File: config.mk
export PLATFORM = sky130hd
export DESIGN_NAME = matmul_lane_engine
export DESIGN_NICKNAME = d
export VERILOG_FILES = /design/src/rtl/matmul_lane_engine.sv
export SDC_FILE = /design/constraint.sdc
export NUM_CORES = 2
export LEC_CHECK = 0
export ABC_AREA = 0
export CAP_MARGIN = 15
export CORE_MARGIN = 1.5
export CORE_UTILIZATION = 40
export DETAILED_ROUTE_END_ITERATION = 6
export GPL_TIMING_DRIVEN = 0
export PLACE_DENSITY = 0.55
export SLEW_MARGIN = 15
export SYNTH_ARGS = -nofsm -noshare
export SYNTH_HDL_FRONTEND = slang
export SYNTH_SLANG_ARGS = --single-unit
File: constraint.sdc
create_clock -name clk -period 9.6 [get_ports clk]
set_clock_uncertainty 0.1 [all_clocks]
set_input_delay 1.92 -clock clk [delete_from_list [all_inputs] [get_ports clk]]
set_output_delay 1.92 -clock clk [all_outputs]
set_load 0.03 [all_outputs]
File: src/rtl/matmul_lane_engine.sv
// matmul_lane_engine: C = A*B with LANES parallel MAC lanes feeding a row-major output FIFO.
// Build option MATMUL_SAT_EN: saturating, sticky accumulation instead of two's-complement wrap.
module matmul_lane_engine #(
  parameter int N           = 8,
  parameter int P           = 9,
  parameter int M           = 10,
  parameter int LANES       = 2,
  parameter int DATA_WIDTH  = 16,
  parameter int ACCUM_WIDTH = 2*DATA_WIDTH + $clog2(P),
  parameter int FIFO_DEPTH  = 16
) (
  input  logic                            clk,
  input  logic                            rst_n,
  input  logic                            start,
  input  logic [LANES*DATA_WIDTH-1:0]     in_data,
  input  logic                            in_valid,
  output logic                            in_ready,
  output logic [ACCUM_WIDTH-1:0]          out_data,
  output logic                            out_valid,
  input  logic                            out_ready,
  output logic [$clog2(FIFO_DEPTH+1)-1:0] fifo_count,
  output logic                            busy,
  output logic                            done,
  output logic                            err
);
  localparam int GROUPS = M / LANES;
  localparam int KW     = (P > 1) ? $clog2(P) : 1;
  localparam int NW     = (N > 1) ? $clog2(N) : 1;
  localparam int GW     = (GROUPS > 1) ? $clog2(GROUPS) : 1;
  localparam int LW     = (LANES > 1) ? $clog2(LANES) : 1;
  localparam int PW     = $clog2(FIFO_DEPTH);
  localparam int CW     = $clog2(FIFO_DEPTH+1);
  localparam int MW     = 2*DATA_WIDTH;
  localparam int AW1    = ACCUM_WIDTH + 1;

  localparam logic [KW-1:0] K_LAST   = KW'(P-1);
  localparam logic [NW-1:0] N_LAST   = NW'(N-1);
  localparam logic [GW-1:0] G_LAST   = GW'(GROUPS-1);
  localparam logic [LW-1:0] L_LAST   = LW'(LANES-1);
  localparam logic [PW-1:0] PTR_LAST = PW'(FIFO_DEPTH-1);
  localparam logic [CW-1:0] DEPTH_C  = CW'(FIFO_DEPTH);

  if (M % LANES != 0) begin : g_bad_m
    $error("matmul_lane_engine: M must be a multiple of LANES");
  end

  typedef enum logic [2:0] {IDLE, LOAD_ROW, STREAM_COL, DRAIN, DONE} state_t;
  state_t state;

  logic [KW-1:0]                 k;
  logic [NW-1:0]                 n;
  logic [GW-1:0]                 g;
  logic [LW-1:0]                 lane;
  logic signed [DATA_WIDTH-1:0]  row     [P];
  logic signed [ACCUM_WIDTH-1:0] acc     [LANES];
  logic signed [ACCUM_WIDTH-1:0] acc_nxt [LANES];
  logic signed [ACCUM_WIDTH-1:0] mem     [FIFO_DEPTH];
  logic [PW-1:0]                 wr_ptr, rd_ptr;
  logic                          push, pop, first_beat;

  // Exact (one bit wider) sum of the running value and a full-width signed product.
  function automatic logic signed [ACCUM_WIDTH:0] mac_sum(
    input logic signed [ACCUM_WIDTH-1:0] base,
    input logic signed [DATA_WIDTH-1:0]  a,
    input logic signed [DATA_WIDTH-1:0]  b
  );
    logic signed [MW-1:0] prod;
    prod = MW'(a) * MW'(b);
    return AW1'(base) + AW1'(prod);
  endfunction

`ifdef MATMUL_SAT_EN
  localparam logic signed [ACCUM_WIDTH-1:0] ACC_MAX = {1'b0, {(ACCUM_WIDTH-1){1'b1}}};
  localparam logic signed [ACCUM_WIDTH-1:0] ACC_MIN = {1'b1, {(ACCUM_WIDTH-1){1'b0}}};
  logic [LANES-1:0]            sat, sat_nxt;
  logic signed [ACCUM_WIDTH:0] sum_l;

  function automatic logic sum_overflows(input logic signed [ACCUM_WIDTH:0] s);
    return s[ACCUM_WIDTH] != s[ACCUM_WIDTH-1];
  endfunction

  function automatic logic signed [ACCUM_WIDTH-1:0] saturate(input logic signed [ACCUM_WIDTH:0] s);
    if (sum_overflows(s)) return s[ACCUM_WIDTH] ? ACC_MIN : ACC_MAX;
    return s[ACCUM_WIDTH-1:0];
  endfunction
`endif

  assign first_beat = (k == '0);

  always_comb begin
    acc_nxt = acc;
`ifdef MATMUL_SAT_EN
    sat_nxt = '0;
    sum_l   = '0;
`endif
    for (int l = 0; l < LANES; l++) begin
`ifdef MATMUL_SAT_EN
      sum_l = mac_sum(first_beat ? '0 : acc[l], row[k],
                      $signed(in_data[l*DATA_WIDTH +: DATA_WIDTH]));
      // A lane that clipped earlier in this element keeps its clamp value.
      if (!first_beat && sat[l]) begin
        acc_nxt[l] = acc[l];
        sat_nxt[l] = 1'b1;
      end else begin
        acc_nxt[l] = saturate(sum_l);
        sat_nxt[l] = sum_overflows(sum_l);
      end
`else
      acc_nxt[l] = ACCUM_WIDTH'(mac_sum(first_beat ? '0 : acc[l], row[k],
                                        $signed(in_data[l*DATA_WIDTH +: DATA_WIDTH])));
`endif
    end
  end

  always_ff @(posedge clk or negedge rst_n) begin
    if (!rst_n) begin
      state    <= IDLE;
      in_ready <= 1'b0;
      busy     <= 1'b0;
      done     <= 1'b0;
      err      <= 1'b0;
      k        <= '0;
      n        <= '0;
      g        <= '0;
      lane     <= '0;
      for (int i = 0; i < P; i++) row[i] <= '0;
      for (int l = 0; l < LANES; l++) acc[l] <= '0;
`ifdef MATMUL_SAT_EN
      sat      <= '0;
`endif
    end else begin
      if (start && busy) err <= 1'b1;
      case (state)
        IDLE, DONE: if (start) begin
          state    <= LOAD_ROW;
          in_ready <= 1'b1;
          busy     <= 1'b1;
          done     <= 1'b0;
          err      <= 1'b0;
          n        <= '0;
          g        <= '0;
          k        <= '0;
        end
        LOAD_ROW: if (in_valid) begin
          row[k] <= $signed(in_data[DATA_WIDTH-1:0]);
          if (k == K_LAST) begin
            k     <= '0;
            state <= STREAM_COL;
          end else begin
            k <= k + 1'b1;
          end
        end
        STREAM_COL: if (in_valid) begin
          acc <= acc_nxt;
`ifdef MATMUL_SAT_EN
          sat <= sat_nxt;
`endif
          if (k == K_LAST) begin
            k        <= '0;
            lane     <= '0;
            state    <= DRAIN;
            in_ready <= 1'b0;
          end else begin
            k <= k + 1'b1;
          end
        end
        DRAIN: if (push) begin
          if (lane == L_LAST) begin
            lane <= '0;
            if (g != G_LAST) begin
              g        <= g + 1'b1;
              state    <= STREAM_COL;
              in_ready <= 1'b1;
            end else if (n != N_LAST) begin
              n        <= n + 1'b1;
              g        <= '0;
              state    <= LOAD_ROW;
              in_ready <= 1'b1;
            end else begin
              state <= DONE;
              busy  <= 1'b0;
              done  <= 1'b1;
            end
          end else begin
            lane <= lane + 1'b1;
          end
        end
        default: state <= IDLE;
      endcase
    end
  end

  // Output FIFO: push decided on the pre-pop occupancy, pointers wrap at FIFO_DEPTH.
  assign push      = (state == DRAIN) && (fifo_count < DEPTH_C);
  assign pop       = out_ready && (fifo_count != '0);
  assign out_valid = (fifo_count != '0);
  assign out_data  = out_valid ? mem[rd_ptr] : '0;

  always_ff @(posedge clk or negedge rst_n) begin
    if (!rst_n) begin
      wr_ptr     <= '0;
      rd_ptr     <= '0;
      fifo_count <= '0;
    end else begin
      if (push) wr_ptr <= (wr_ptr == PTR_LAST) ? '0 : wr_ptr + 1'b1;
      if (pop)  rd_ptr <= (rd_ptr == PTR_LAST) ? '0 : rd_ptr + 1'b1;
      case ({push, pop})
        2'b10:   fifo_count <= fifo_count + 1'b1;
        2'b01:   fifo_count <= fifo_count - 1'b1;
        default: fifo_count <= fifo_count;
      endcase
    end
  end

  always_ff @(posedge clk) begin
    if (push) mem[wr_ptr] <= acc[lane];
  end
endmodule

* Yosys cells after proc, flatten, opt, wreduce, memory -nomap -nowiden *
Memory sizes are Yosys's and may differ from the RTL's.
Index checks and enable logic that the tools add are counted.

cells by class
  $add $sub $neg = 10
  multiply operators = 2
  $lt $le $gt $ge = 4
  equality and inequality tests = 23
  muxes and demuxes = 67
  bitwise operators = 2
  reductions and logical operators = 23

operators with widths
  operator                                                         number
  36-bit two-way mux                                               6
  144-bit bitwise mux                                              1
  36-bit by 32-bit adder with 36-bit output                        2
  16-bit binary-select mux with 4-bit select                       1
  16-bit demux with 4-bit select                                   1
  16-bit by 16-bit multiplier with 32-bit output                   2
  3-bit two-way mux                                                18
  16-bit two-way mux                                               3
  1-bit two-way mux                                                23
  4-bit two-way mux                                                5
  2-bit != test, second input constant                             10
  7-bit AND reduction                                              2
  4-bit by 1-bit adder with 4-bit output, second input constant    3
  4-bit == test, second input constant                             3
  3-bit one-hot mux with 2 select lines                            2
  3-bit one-hot mux with 4 select lines                            1
  6-bit AND reduction                                              2
  5-bit one-hot mux with 2 select lines                            1
  3-bit != test, second input constant                             3
  4-bit one-hot mux with 2 select lines                            1
  2-bit nonzero test                                               4
  3-bit by 1-bit adder with 3-bit output, second input constant    2
  3-bit by 2-bit == test with 1-bit output, second input constant  2
  1-bit one-hot mux with 2 select lines                            3
  other kinds (25)                                                 30

word-level totals
  register bits after elaboration = 247
  bits in writable memories = 576
  bits of input ports = 37
  output and inout port bits = 46
  logic and storage cells = 155
  memories = 1

memories
  memory  depth  bits a word  rd ports  clocked after Yosys merged registers in  write ports  RTL line  RTL
  mem     16     36           1         0                                        1            57        logic signed [ACCUM_WIDTH-1:0] mem [FIFO_DEPTH];

* Longest topological paths before layout *
  depth after elaboration = 6
  mapped depth = 32
  mapped depth without buffers = 28

* Worst setup path after synthesis *
OpenSTA, ideal clock, no wires.

  path type = input -> register
  start point = in in_data[1]
  end point = reg acc[70] in the netlist's numbering
  setup time = 0.146 ns
  data arrival time = 7.745 ns
  data required time = 9.354 ns
  slack = 1.610 ns
  cell stages on the path = 24
  path buffers = 2
  path through = clkbuf_1 > nand2_1 > fa_1 > inv_1 > fa_1 > inv_1 > fa_1 > inv_1 > fa_1 > fa_1 > inv_1 > fa_1 > inv_1 > ha_1 > buf_2 > a21o_1 > a21o_1 > a221oi_1 > inv_1 > a31oi_2 > o21ai_2 > a211oi_1 > mux2i_1 > o311ai_0

between the ends
  cells in the longest elaborated chain, start to end = 2

ends and longest elaborated chain
  what                                            RTL line  RTL
  start, declared                                 15        input logic [LANES*DATA_WIDTH-1:0] in_data,
  16-bit by 16-bit multiplier with 32-bit output  68        prod = MW'(a) * MW'(b);
  36-bit by 32-bit adder with 36-bit output       69        return AW1'(base) + AW1'(prod);
  end signal, assigned                            154       acc <= acc_nxt;
  end, declared                                   55        logic signed [ACCUM_WIDTH-1:0] acc [LANES];

Every way passes these cells.
A chain may end at the register's enable or synchronous reset.

* Worst setup path in the final report *
  start point = reg k[1]
  end point = reg acc[70] in the netlist's numbering

between the ends
  cells in the longest elaborated chain, start to end = 6
  elaborated cells between the ends (all ways) = 8
  those cells by class = 1 x add/sub; 1 x mul; 4 x mux; 1 x bitwise; 1 x reduce/logical

ends and longest elaborated chain
  what                                                   RTL line  RTL
  start, declared                                        50        logic [KW-1:0] k;
  start signal, assigned                                 150       k <= k + 1'b1;
  start signal, assigned                                 164       k <= k + 1'b1;
  4-bit NOT with 5-bit output (implied by the code)      109       acc_nxt[l] = ACCUM_WIDTH'(mac_sum(first_beat ? '0 : acc[l], row[k],
  16-bit binary-select mux with 4-bit select             109
  16-bit two-way mux (implied by the code) (2 in a row)  109
  16-bit by 16-bit multiplier with 32-bit output         68
  36-bit by 32-bit adder with 36-bit output (*)          69

Mark *: on every way between the ends. The rest lies on a longest branch, timed or not. The select of a mux whose other input is x is not followed.

==> impl_summary.md <==
Logic synthesis
The number of nets in the synthesized netlist is 5581. The sequential element share of the synthesized area is 41.0%. Synthesis produced 4684 cells.

The biggest area consumer among synthesized cells is sky130_fd_sc_hd__edfxtp_1. In the post-synthesis netlist, the biggest area contributors are sky130_fd_sc_hd__edfxtp_1, sky130_fd_sc_hd__fa_1, sky130_fd_sc_hd__dfrtp_1. After synthesis the netlist holds a flip-flop and latch count of 823. After synthesis, the mean cell area works out to 12.2 um2.

The share of synthesized flip-flops with an asynchronous set or reset is 30.0%. Synthesis instantiated 76 different standard cells from the library. The top flip-flop cell by instance count after synthesis is sky130_fd_sc_hd__edfxtp_1. The synthesized design contains 576 enable-type register cells.

The netlist area before placement is 0.0573 mm2. The proportion of netlist area held by the largest area contributor is 30.2%. The number of warnings printed during yosys synthesis is 0.

Clocking
The number of buffers between clock root and the deepest sink is 3. Clock latency on the worst-skew pair, taken at its later pin, is 700 ps. The number of clock sinks seen by CTS is 823. The CTS tree is done. The cell at the root of the clock tree is sky130_fd_sc_hd__clkbuf_16. In this run, post-CTS hold repair placed 0 buffers. The number of clock buffers inserted by TritonCTS is 90. The maximum level of the CTS H-tree is 3. The clock transition time at the flip-flop clock pins of the worst setup and hold paths is 60 ps.

Die
For this configuration, the core starts out at a cell density of 40.4%. The die is 381 um wide. 83 I/O pins were placed. The floorplan has 138 rows. The full die area is 0.145 mm2. In this run the vertical extent of the chip is 381 um. The floorplan step defined a core boundary enclosing 0.142 mm2.

Final layout
The area growth from synthesis to layout is 12.2%. Summing all multi-input logic gate instances after layout gives 0.0302 mm2. The leading cell type in the layout, fill and taps excluded is sky130_fd_sc_hd__inv_1.

In the final design database the tool counted 5819 nets. The layout cell share with drive strength beyond 1 is 11.5%. The top cell types in the final layout, fill and taps aside, are sky130_fd_sc_hd__inv_1, sky130_fd_sc_hd__fa_1, sky130_fd_sc_hd__edfxtp_1. The sequential cells in the finished layout cover a total of 0.0235 mm2.

The count of filler cells inserted in the layout is 12992. For this run, the number of standard cells in the final layout without fillers is 6887.

STA
Headroom to the max-slew limit came out at 19.1%. The pin slew with the least headroom to its limit is 1210 ps. The final critical path time including I/O delays and setup is 9190 ps.

The final-report max-slew violation count is 0. Setup repair after global routing left no endpoint under its margin. The number of hold violations in the final report was 0.

The setup violation total in the final timing report is 0. Timing would allow up to 109 MHz. Dividing the final minimum period by the clock period gives 95.8%.

Global route
The layer flagged by global routing as most heavily used is met2. The via count of the first global-routing pass is 38083. The routing usage on met2 is 38.3%. The number of antenna violations at the first check in global routing came to 10. The global route total overflow is 0. The first global-routing pass estimated 252000 um of wire. Across every metal layer, demand over resource in global routing totals 23.4%. For this run, global-route usage on met1 was measured as 32.0%.

The largest net degree at the start of global routing is 94. The met3 usage is 3.44%.

Setup path
For the worst flop-to-flop path, the logic depth is 29. The endpoint of the lowest-slack register-to-register path is acc[70]. For the worst setup path, the data required time is 10060 ps.

The peak per-stage delay on the critical path is 890 ps. The worst setup path is captured at a flop. By startpoint and endpoint, the worst setup path is classified as flop to flop. STA classifies the critical path startpoint as a flop. The cell occurring most often along the worst timing path is sky130_fd_sc_hd__fa_1. In this run the critical register-to-register path is launched from k[1]. In this run the worst path has a maximum fanout of 10. The slowest stage of the critical path is the sky130_fd_sc_hd__clkbuf_1 cell. The data arrival time of the worst path is 9660 ps. In this run the register-to-register setup slack is 410 ps.

Outcome
The run finished with clean final reports.

Route
The total DRC errors in the routed layout is 0. The remaining antenna violation count after routing is 0. For this block, the via count after detailed routing is 36411. Dividing the detail-routed via count by the number of cells gives 5.29. The average wire per standard cell is 24.2 um. The number of design-rule violations left by the first detailed-router iteration is 2707. The first-pass detailed-route iteration total is 6. The final layout contains routed wiring with a total length of 167000 um.

Hold path
The origin of the worst min-delay path is done. The class of the tightest hold or removal check is flop to flop. The worst hold path terminates at done. The instance count along the most critical hold path is 1.

Placed design
After detailed placement, the design holds a cell count of 6716. The detailed-placement wirelength estimate is 127000 um. Port buffering added 82 buffers.

At the end of routability-driven placement, the weighted congestion stood at 0.930.

Job
Max-cap violations in this run came to 0.
layout make-up:
cell class | instances | share of cell area, %
repair buffers | 146 | 2.18
plain buffers | 235 | 1.52
clock buffers | 116 | 3.79
flip-flops and latches | 823 | 36.6
multi-input cells | 2868 | 47.0
inverters | 758 | 4.43
well taps | 1890 | 3.68
clock inverters | 45 | 0.834
diodes | 6 | 0.0234
stage by stage:
stage / area, um2 / TNS [ps] / worst slack, ps / hold WS (ps) / util (%)
final: 64200 / 0 / 407 / 377 / 45.3
after global routing: 64200 / 0 / 13.2 / 409 / 45.3
after CTS: 64100 / 0 / 25.1 / 384 / 45.2
after detailed placement: 61100 / -11980 / -1820 / 371 / 43.1
after global placement: 60400 / -1318020 / -5110 / 360 / 42.6
after floorplan: 57300 / 0 / 1610 / 345 / -
synth_stat cells, types with 4 or more instances:
master,n
sky130_fd_sc_hd__o31ai_1,7
sky130_fd_sc_hd__nor4_1,9
sky130_fd_sc_hd__a21o_1,32
sky130_fd_sc_hd__ha_1,231
sky130_fd_sc_hd__xor2_1,30
sky130_fd_sc_hd__nor3_1,12
sky130_fd_sc_hd__inv_1,758
sky130_fd_sc_hd__a31oi_1,10
sky130_fd_sc_hd__or2_2,6
sky130_fd_sc_hd__buf_2,34
sky130_fd_sc_hd__and3_1,12
sky130_fd_sc_hd__clkbuf_1,183
sky130_fd_sc_hd__a311oi_1,5
sky130_fd_sc_hd__mux2i_1,180
sky130_fd_sc_hd__o221ai_1,36
sky130_fd_sc_hd__o211ai_1,7
sky130_fd_sc_hd__o21bai_1,11
sky130_fd_sc_hd__a21oi_1,134
sky130_fd_sc_hd__nand4b_1,4
sky130_fd_sc_hd__nand3_1,20
sky130_fd_sc_hd__nand2_2,4
sky130_fd_sc_hd__fa_1,629
sky130_fd_sc_hd__and2_1,320
sky130_fd_sc_hd__nand4_1,4
sky130_fd_sc_hd__nor2b_1,7
sky130_fd_sc_hd__edfxtp_1,576
sky130_fd_sc_hd__a211oi_1,13
sky130_fd_sc_hd__nor2_1,86
sky130_fd_sc_hd__mux4_2,88
sky130_fd_sc_hd__o22ai_1,53
sky130_fd_sc_hd__mux2_2,179
sky130_fd_sc_hd__o21ai_0,146
sky130_fd_sc_hd__nand2b_1,13
sky130_fd_sc_hd__nand2_1,441
sky130_fd_sc_hd__dfrtp_1,247
sky130_fd_sc_hd__o32a_1,36
sky130_fd_sc_hd__o21ai_1,4
sky130_fd_sc_hd__xnor2_1,50
sky130_fd_sc_hd__buf_1,14
registers in the layout, indices dropped and copies added (netlist names):
signal,flops
rd_ptr,4
state,3
row,144
k,4
mem,576
wr_ptr,4
g,3
acc,72
n,3
in_ready,1
err,1
busy,1
fifo_count,5
lane,1
done,1
worst max-delay path by stage:
stage / startpoint / to / slack [ps]
global route: k[1] / acc[70] / 10
floorplan: in_data[1] / acc[70] / 1610
global placement: rst_n / acc[70] / -5110
CTS: k[1] / acc[35] / 30
finish: k[1] / acc[70] / 410
detailed placement: k[1] / acc[35] / -1820
critical path: cells and delay by family, from the launching register on:
kind | cells | cell delay (ps)
multiplexers | 1 | 220
buffers and inverters | 8 | 1920
AO/OA/AOI/OAI | 9 | 2550
AND/OR/NAND/NOR | 4 | 750
flip-flops | 1 | 400
adder cells (fa/ha/maj) | 7 | 3160
metal layers:
metal | share of wire [%] | routed length [um]
met5 | 0.019 | 31
met4 | 3.6 | 6020
met3 | 5.9 | 9810
met2 | 47 | 79100
met1 | 43 | 71700
cell families (layout without fill, tap and decap cells):
| group | Yosys count | count (layout) | synth area share, % |
|---|---|---|---|
| xor gates and xnor gates | 80 | 80 | 1.22 |
| and+or+nand+nor | 953 | 953 | 8.10 |
| adders and majority gates | 860 | 860 | 27.0 |
| buffers and inverters | 993 | 1300 | 6.61 |
| AOI/OAI and AO/OA | 528 | 528 | 5.90 |
| other | 0 | 6 | 0 |
| DFF | 823 | 823 | 41.0 |
| muxes | 447 | 447 | 10.1 |
repair_timing:
item                                    4_1_cts  5_1_grt
pin swaps                                     0        3
setup buffers                                 0        4
gates resized for setup                      14       53
endpoints found under the setup margin       16       22
gates cloned                                  0        0
Power is not shown: default switching activity piles up to over one toggle a cycle in this logic, so the estimate is an artifact.
